==> src/rtl/export_fifo_pkg.sv <==
// Shared types and helpers for the exported-method result FIFO.
// Startup state encoding and count-width helper.
package export_fifo_pkg;

  localparam int DEFAULT_STARTUP_CYCLES = 4;

  typedef enum logic [1:0] {
    ST_RESET,
    ST_STARTUP,
    ST_LIVE
  } startup_t;

  function automatic int clog2_plus1(input int n);
    return $clog2(n) + 1;
  endfunction

endpackage

==> src/rtl/export_fifo_storage.sv <==
// Result FIFO storage: one write port, async read port.
// Contents are intentionally not reset.
module export_fifo_storage
  import export_fifo_pkg::*;
#(
  parameter int WIDTH = 32,
  parameter int DEPTH = 16,
  localparam int PW = $clog2(DEPTH)
) (
  input  logic             clk,
  input  logic             we,
  input  logic [PW-1:0]    waddr,
  input  logic [WIDTH-1:0] wdata,
  input  logic [PW-1:0]    raddr,
  output logic [WIDTH-1:0] rdata
);

  logic [WIDTH-1:0] mem [DEPTH];

  always_ff @(posedge clk) begin
    if (we) mem[waddr] <= wdata;
  end

  assign rdata = mem[raddr];

endmodule

==> src/rtl/export_result_fifo.sv <==
// Show-ahead result FIFO feeding the host mailbox reader.
// Watermark stats enabled by KANAGAWA_RESULT_FIFO_STATS_EN.
module export_result_fifo
  import export_fifo_pkg::*;
#(
  parameter int WIDTH = 32,
  parameter int DEPTH = 16,
  parameter int ALMOST_FULL_LEVEL = 12,
  parameter int STARTUP_CYCLES = DEFAULT_STARTUP_CYCLES,
  localparam int CW = clog2_plus1(DEPTH)
) (
  input  logic             clk,
  input  logic             rst,
  output logic             rst_and_startup_done_out,
  input  logic             wren_in,
  input  logic [WIDTH-1:0] data_in,
  output logic             almost_full_out,
  input  logic             rden_in,
  output logic             empty_out,
  output logic [WIDTH-1:0] data_out,
  output logic [CW-1:0]    count_out,
  output logic             overflow_out,
  output logic             underflow_out,
  output logic [CW-1:0]    max_count_out
);

  localparam int PW = $clog2(DEPTH);
  localparam int SW = $clog2(STARTUP_CYCLES + 1);

  startup_t        state, state_nx;
  logic [SW-1:0]   scnt, scnt_nx;
  logic [PW-1:0]   wptr, rptr;
  logic [CW-1:0]   count, count_nx;
  logic            live, full, empty_c;
  logic            do_wr, do_pop;
  logic            af_q, ovf_q, unf_q;

  always_comb begin
    state_nx = state;
    scnt_nx  = scnt;
    unique case (state)
      ST_RESET: begin
        if (STARTUP_CYCLES == 1) begin
          state_nx = ST_LIVE;
        end else begin
          state_nx = ST_STARTUP;
          scnt_nx  = SW'(1);
        end
      end
      ST_STARTUP: begin
        if (scnt == SW'(STARTUP_CYCLES - 1))
          state_nx = ST_LIVE;
        else
          scnt_nx = scnt + SW'(1);
      end
      ST_LIVE: ;
      default: state_nx = ST_RESET;
    endcase
  end

  assign live    = (state == ST_LIVE);
  assign full    = (count == CW'(DEPTH));
  assign empty_c = (count == '0);
  assign do_pop  = live & rden_in & ~empty_c;
  // A pop in the same cycle frees the slot a full-FIFO write needs.
  assign do_wr   = live & wren_in & (~full | do_pop);

  always_comb begin
    count_nx = count;
    if (do_wr & ~do_pop)
      count_nx = count + CW'(1);
    else if (~do_wr & do_pop)
      count_nx = count - CW'(1);
  end

  always_ff @(posedge clk or negedge rst) begin
    if (!rst) begin
      state <= ST_RESET;
      scnt  <= '0;
      wptr  <= '0;
      rptr  <= '0;
      count <= '0;
      af_q  <= 1'b1;
      ovf_q <= 1'b0;
      unf_q <= 1'b0;
    end else begin
      state <= state_nx;
      scnt  <= scnt_nx;
      count <= count_nx;
      if (do_wr) wptr <= wptr + PW'(1);
      if (do_pop) rptr <= rptr + PW'(1);
      af_q <= (state_nx == ST_LIVE)
            ? (count_nx >= CW'(ALMOST_FULL_LEVEL))
            : 1'b1;
      if (live & wren_in & full & ~do_pop) ovf_q <= 1'b1;
      if (live & rden_in & empty_c) unf_q <= 1'b1;
    end
  end

  export_fifo_storage #(
    .WIDTH (WIDTH),
    .DEPTH (DEPTH)
  ) u_storage (
    .clk   (clk),
    .we    (do_wr),
    .waddr (wptr),
    .wdata (data_in),
    .raddr (rptr),
    .rdata (data_out)
  );

`ifdef KANAGAWA_RESULT_FIFO_STATS_EN
  logic [CW-1:0] max_q;

  always_ff @(posedge clk or negedge rst) begin
    if (!rst)
      max_q <= '0;
    else if (count > max_q)
      max_q <= count;
  end

  assign max_count_out = max_q;
`else
  assign max_count_out = '0;
`endif

  assign rst_and_startup_done_out = live;
  assign almost_full_out = af_q;
  assign empty_out       = empty_c;
  assign count_out       = count;
  assign overflow_out    = ovf_q;
  assign underflow_out   = unf_q;

endmodule

==> config.mk <==
export PLATFORM = sky130hd
export DESIGN_NAME = export_result_fifo
export DESIGN_NICKNAME = d
export VERILOG_FILES = /design/src/rtl/export_fifo_pkg.sv /design/src/rtl/export_fifo_storage.sv /design/src/rtl/export_result_fifo.sv
export SDC_FILE = /design/constraint.sdc
export NUM_CORES = 1
export LEC_CHECK = 0
export ABC_CLOCK_PERIOD_IN_PS = 9900
export CAP_MARGIN = 30
export CORE_MARGIN = 1.5
export CORE_UTILIZATION = 60
export DETAILED_ROUTE_END_ITERATION = 8
export PLACE_DENSITY = 0.88
export RECOVER_POWER = 100
export SETUP_SLACK_MARGIN = 0.05
export SKIP_CTS_REPAIR_TIMING = 1
export SLEW_MARGIN = 10
export SYNTH_ARGS = -nofsm -noshare
export SYNTH_HDL_FRONTEND = slang
export SYNTH_HIERARCHICAL = 1
export SYNTH_SLANG_ARGS = --single-unit
==> constraint.sdc <==
create_clock -name clk -period 9.9 [get_ports clk]
set_input_delay 0.99 -clock clk [delete_from_list [all_inputs] [get_ports clk]]
set_output_delay 0.99 -clock clk [all_outputs]
set_load 0.03 [all_outputs]
* Word-level counts from Yosys, hierarchy flattened
Memory sizes are Yosys's and may differ from the RTL's.
Cells that the tools add are included.
Widths: inputs -> output; s select.
** Storage, ports and cells
- Bits in registers :: 21
- Memory bits (writable) :: 512
- Bits of input ports :: 36
- Output and inout port bits :: 47
- Word-level logic and storage cells :: 48
- Memories :: 1
** Memory list
- u_storage.mem :: words 16, width 32, rd ports 1, clocked after Yosys merged registers in 0, write ports 1, line export_fifo_storage.sv:18 : logic [WIDTH-1:0] mem [DEPTH];
** Cells by class
- $add $sub $neg :: 5
- Order comparisons :: 1
- Eq/ne operators :: 6
- Mux-type cells :: 9
- Bitwise gates (word level) :: 14
- Reduce and logical (&&, ||, !) cells :: 4
** Operators by type and width (number)
- $mux 5 :: 2
- $and 1x1->1 :: 9
- $add 4x1->4 const B :: 2
- $pmux 2 s3 :: 1
- $pmux 3 s2 :: 1
- $add 5x1->5 const B :: 1
- $eq 5x5->1 const B :: 1
- $ge 5x4->1 const B :: 1
- $logic_not 5->1 :: 1
- $sub 5x1->5 const B :: 1
- $eq 2x2->1 const B :: 2
- $not 1->1 :: 4
- $add 3x1->3 const B :: 1
- $eq 3x2->1 const B :: 1
- $mux 1 :: 3
- $mux 3 :: 1
- $eq 2x1->1 const B :: 1
- $logic_not 2->1 :: 1
- $mux 2 :: 1
- $ne 2x2->1 const B :: 1
- $reduce_and 2->1 :: 1
- $reduce_bool 2->1 :: 1
- $or 1x1->1 :: 1

* Logic depth before layout (Yosys ltp)
- Word-level depth :: 11
- Depth in mapped cells :: 7

* By module
The synthesis kept the hierarchy.
** By module, submodules not included
- export_fifo_storage :: times used 1, cells an instance 806, area each 19213.4 um^2
- export_result_fifo :: times used 1, cells an instance 107, area each 1209.9 um^2

* Worst setup path before layout
OpenSTA, ideal clock, no wires.
- Path type :: input port to flip-flop
- Start :: input port wren_in
- End :: memory u_storage.mem[0][0] (enable)
- Library setup time :: 0.461 ns
- Arrival time :: 4.211 ns
- Data required time :: 9.439 ns
- Path slack :: 5.228 ns
- Stages on the path :: 4
- Path buffers :: 0
- Path through :: and3b_1 o31a_1 or3b_2 nor3_1
** Between the ends
- Longest elaborated chain between the ends :: 4
** RTL lines
- from (decl) :: line export_result_fifo.sv:15 : input logic wren_in,
- $and 1x1->1 (2 in series) :: line export_result_fifo.sv:66 : assign do_wr = live & wren_in & (~full | do_pop);
- via do_wr :: line export_result_fifo.sv:35 : logic do_wr, do_pop;
- $mux 1 :: line export_fifo_storage.sv:21 : if (we) mem[waddr] <= wdata;
- $mux 1 (implied by the code) :: line export_fifo_storage.sv:21
- to (decl) :: line export_fifo_storage.sv:18
The timed path passes the listed nets, and every way through them passes these cells.

* Final worst setup path
- Start :: register rptr[0]
- End :: output port data_out[25]
** Between the ends
- Longest elaborated chain between the ends :: 1
** RTL lines
- from (decl) :: line export_result_fifo.sv:32 : logic [PW-1:0] wptr, rptr;
- from (signal assigned) :: line export_result_fifo.sv:91 : if (do_pop) rptr <= rptr + PW'(1);
- $mem_v2 16x32
- to (decl) :: line export_result_fifo.sv:20 : output logic [WIDTH-1:0] data_out,
Every way passes these cells.

==> parameters.txt <==
Parameter                              Value

Yosys
  Post-synth ARST share    0.0394
  Gate count after technology mapping    913
  Number of different library cells in the post-synthesis netlist    51
  Synthesized cell area    20,400 sq um
  Library cell occupying the most area in the post-synthesis netlist    edfxtp_1
  Top FF cell, synth    edfxtp_1
  Synth area leaders    edfxtp_1 75%, mux4_2 14%, dfrtp_1 2.5%
  Sequential cell area fraction in the yosys report    0.779
  Cell with the most instances after synthesis    edfxtp_1
  Share of Yosys cell area claimed by the top area cell type    0.753
  Yosys Warn Count    6
  Post-synthesis register bit count    533
  Syn Area/Cell    22.4 sq um
  Leading cell types by count after synthesis    512 x edfxtp_1, 128 x mux4_2, 64 x a22oi_1
  Number of enable flip-flop cells after synthesis    512

Power and ir drop
  Sw Pwr    0.00228 W
  Leak Pwr    7.46 nW
  Fraction of power consumed by combinational cells    0.319
  Maximum vdd ir drop    0.229 mV
  Clk network pwr share    0.271
  Relative contribution of sequential cells to total power    0.411
  Switching Fraction    0.320
  Cell-internal power    0.00486 W
  Power density over the cells    305 nW/um^2

STA
  Pins over their slew limit    469
  Setup repair after global routing missed its margin    false
  Clk_skew    0.0239 ns
  Count of final hold-check violations    0
  Setup TNS    0 ns
  Post-route clock period utilization    0.695
  Slew of the pin with the lowest slew margin    3.57 ns
  Highest Clock Rate    145 MHz
  Final setup violation count    0
  Minimum clock period    6.88 ns
  Min Hold Slack    0.459 ns
  Relative slew margins    -1.38

Setup path
  Critical path class    flip-flop to primary output
  Longest individual stage delay on the worst path    2.56 ns
  Crit-path slowest cell    clkbuf_1
  Worst Path Required    8.91 ns
  Critical path data arrival time    5.89 ns
  Worst-path maximum fanout    42
  Type of destination of the critical path    primary output
  Type of origin of the critical path    flip-flop
  Critical Path, Cell by Cell    clkbuf_1 -> mux4_2 -> a22oi_1 -> nand2_1 -> dlygate4sd3_1

Status
  Violated checks    capacitance limit, slew limit
  Status    finished with violations

Place
  Routability congestion estimate    0.757
  Post-DP HPWL    23,300 microns
  IO buf count    77

Floorplanning
  Core ar.    33,500 sq um
  Floorplan die area    35,200 sq um
  Top-level I/O count    83
  Die Y-Extent    187 microns
  Placement Rows    67
  Starting density of the core    0.609
  Die W    187 microns

Finish
  Syn-to-layout area delta    14.5%
  Net count of the finished layout    1,065
  Count of inserted antenna diode cells    0
  Layout cells sized above 1    0.214

GRT
  Total global-route track usage    0.263
  Initial antenna violation count    0
  First-pass GRT wire length    67,300 microns
  Largest net degree at the start of global routing    71
  Vias in the first global route    10,694
  Residual overflow from global routing    0

Run
  Number of max-cap violations    17

Detailed routing
  Number of iterations in the first detailed-routing pass    7
  Post-DR vias/cell    6.61
  Average wire per standard cell    30.3 microns
  Count of vias placed by the detailed router    9,993
  DRT antenna net count    0
  Starting DRT DRC Count    1,062
  DRC    0
  Drt total wl    45,800 microns

Clocking
  H-Tree Depth    2
  Clock root buffer    clkbuf_16
  Number of clock buffers inserted by TritonCTS    50
  TritonCTS clock tree    built
  Insertion delay to the later sink of the worst-skew pair    0.57 ns
  Clock transition at the registers of the reported paths    0.06 ns
  Sink count of the clock tree    533
  Maximum root-to-sink buffer count    3

Worst hold path
  Worst hold path type    flip-flop to flip-flop
metal layers:
| metal | routed length, microns | vias to the layer above | GRT usage |
|---|---|---|---|
| met2 | 24600 | 603 | 0.460 |
| met3 | 3620 | 105 | 0.0432 |
| li1 | - | 4073 | - |
| met4 | 1270 | 0 | 0.0920 |
| met5 | 0 | - | 0 |
| met1 | 16300 | 5212 | 0.338 |
state kept, by name, indices dropped and copies added, names as in the netlist:
| register | cells |
|---|---|
| scnt | 3 |
| count_out | 5 |
| wptr | 4 |
| underflow_out | 1 |
| almost_full_out | 1 |
| state | 2 |
| rptr | 4 |
| overflow_out | 1 |
| u_storage/mem | 512 |
critical path, delay by kind of cell, from the launching register on:
| kind | cells | cell delay [ns] |
|---|---|---|
| AND/OR/NAND/NOR | 1 | 0.10 |
| multiplexers | 1 | 0.76 |
| buffers and inverters | 2 | 3.25 |
| AO/OA/AOI/OAI | 1 | 0.31 |
| flip-flops | 1 | 0.89 |
cell families after synthesis:
logic type               Yosys count  share of synthesized area
AND/OR/NAND/NOR                   88                     0.0227
XOR/XNOR                           7                    0.00300
other                              1                   0.000184
AO/OA/AOI/OAI                     84                     0.0322
adder cells (fa/ha/maj)            6                    0.00368
multiplexers                     134                      0.144
buffers and inverters             60                     0.0154
flip-flops                       533                      0.779
through the flow:
step / util / instance area (sq um) / power, W / std cells / setup slack [ns]
detailed placement: 0.654 / 21900 / 0.00523 / 1415 / 5.41
CTS: 0.703 / 23600 / 0.00718 / 1507 / 4.75
finish: 0.698 / 23400 / 0.00714 / 1511 / 3.02
global placement: 0.649 / 21800 / 0.00510 / 1408 / 5.25
global route: 0.698 / 23400 / 0.00738 / 1511 / 2.36
floorplan: - / 20400 / 0.00442 / 917 / 5.23
final timing paths:
| check | startpoint | to | slack [ns] | cells after the start |
|---|---|---|---|---|
| max | rptr[0] | data_out[25] | 3.02 | 5 |
| min | underflow_out | underflow_out | 0.46 | 1 |
| max reg2reg | count_out[0] | u_storage/mem[10][7] | 4.97 | 7 |
| min reg2reg | underflow_out | underflow_out | 0.46 | 1 |
| max in group asynchronous | rst | count_out[1] | 8.10 | 2 |
| min in group asynchronous | rst | count_out[3] | 0.75 | 1 |
area by class of cell:
type	count	area (sq um)
Clock buffer	61	1330
Clock inverter	31	313
Fill cell	1926	10100
Inverter	9	33.8
Multi-Input combinational cell	324	4260
Sequential cell	533	15900
Tap cell	448	561
Timing Repair Buffer	105	991
cells in the final DEF (no fill, tap or decap), types with 4 or more instances in the layout:
master           count
nand2_1             37
xnor2_1              5
dfrtp_1             20
clkinv_1             9
conb_1               5
dlygate4sd3_1       72
clkbuf_16           51
a22oi_1             64
nor2_4               5
nor3_1               5
ha_1                 6
nand3b_1             5
a21oi_1              4
nor2_1              11
clkbuf_1            30
clkinv_2            10
mux4_2             128
inv_1                9
clkdlybuf4s50_1      5
bufinv_16            6
edfxtp_1           512
buf_16               4
power groups by stage:
stage,Clock (W),Sequential (W),Combinational (W)
after floorplan,0,0.00288,0.00153
after global placement,0,0.00298,0.00212
after detailed placement,0,0.00296,0.00226
after CTS,0.00194,0.00293,0.00231
after global routing,0.00203,0.00295,0.00239
final,0.00193,0.00293,0.00227
(Power assumes the default switching activity.)
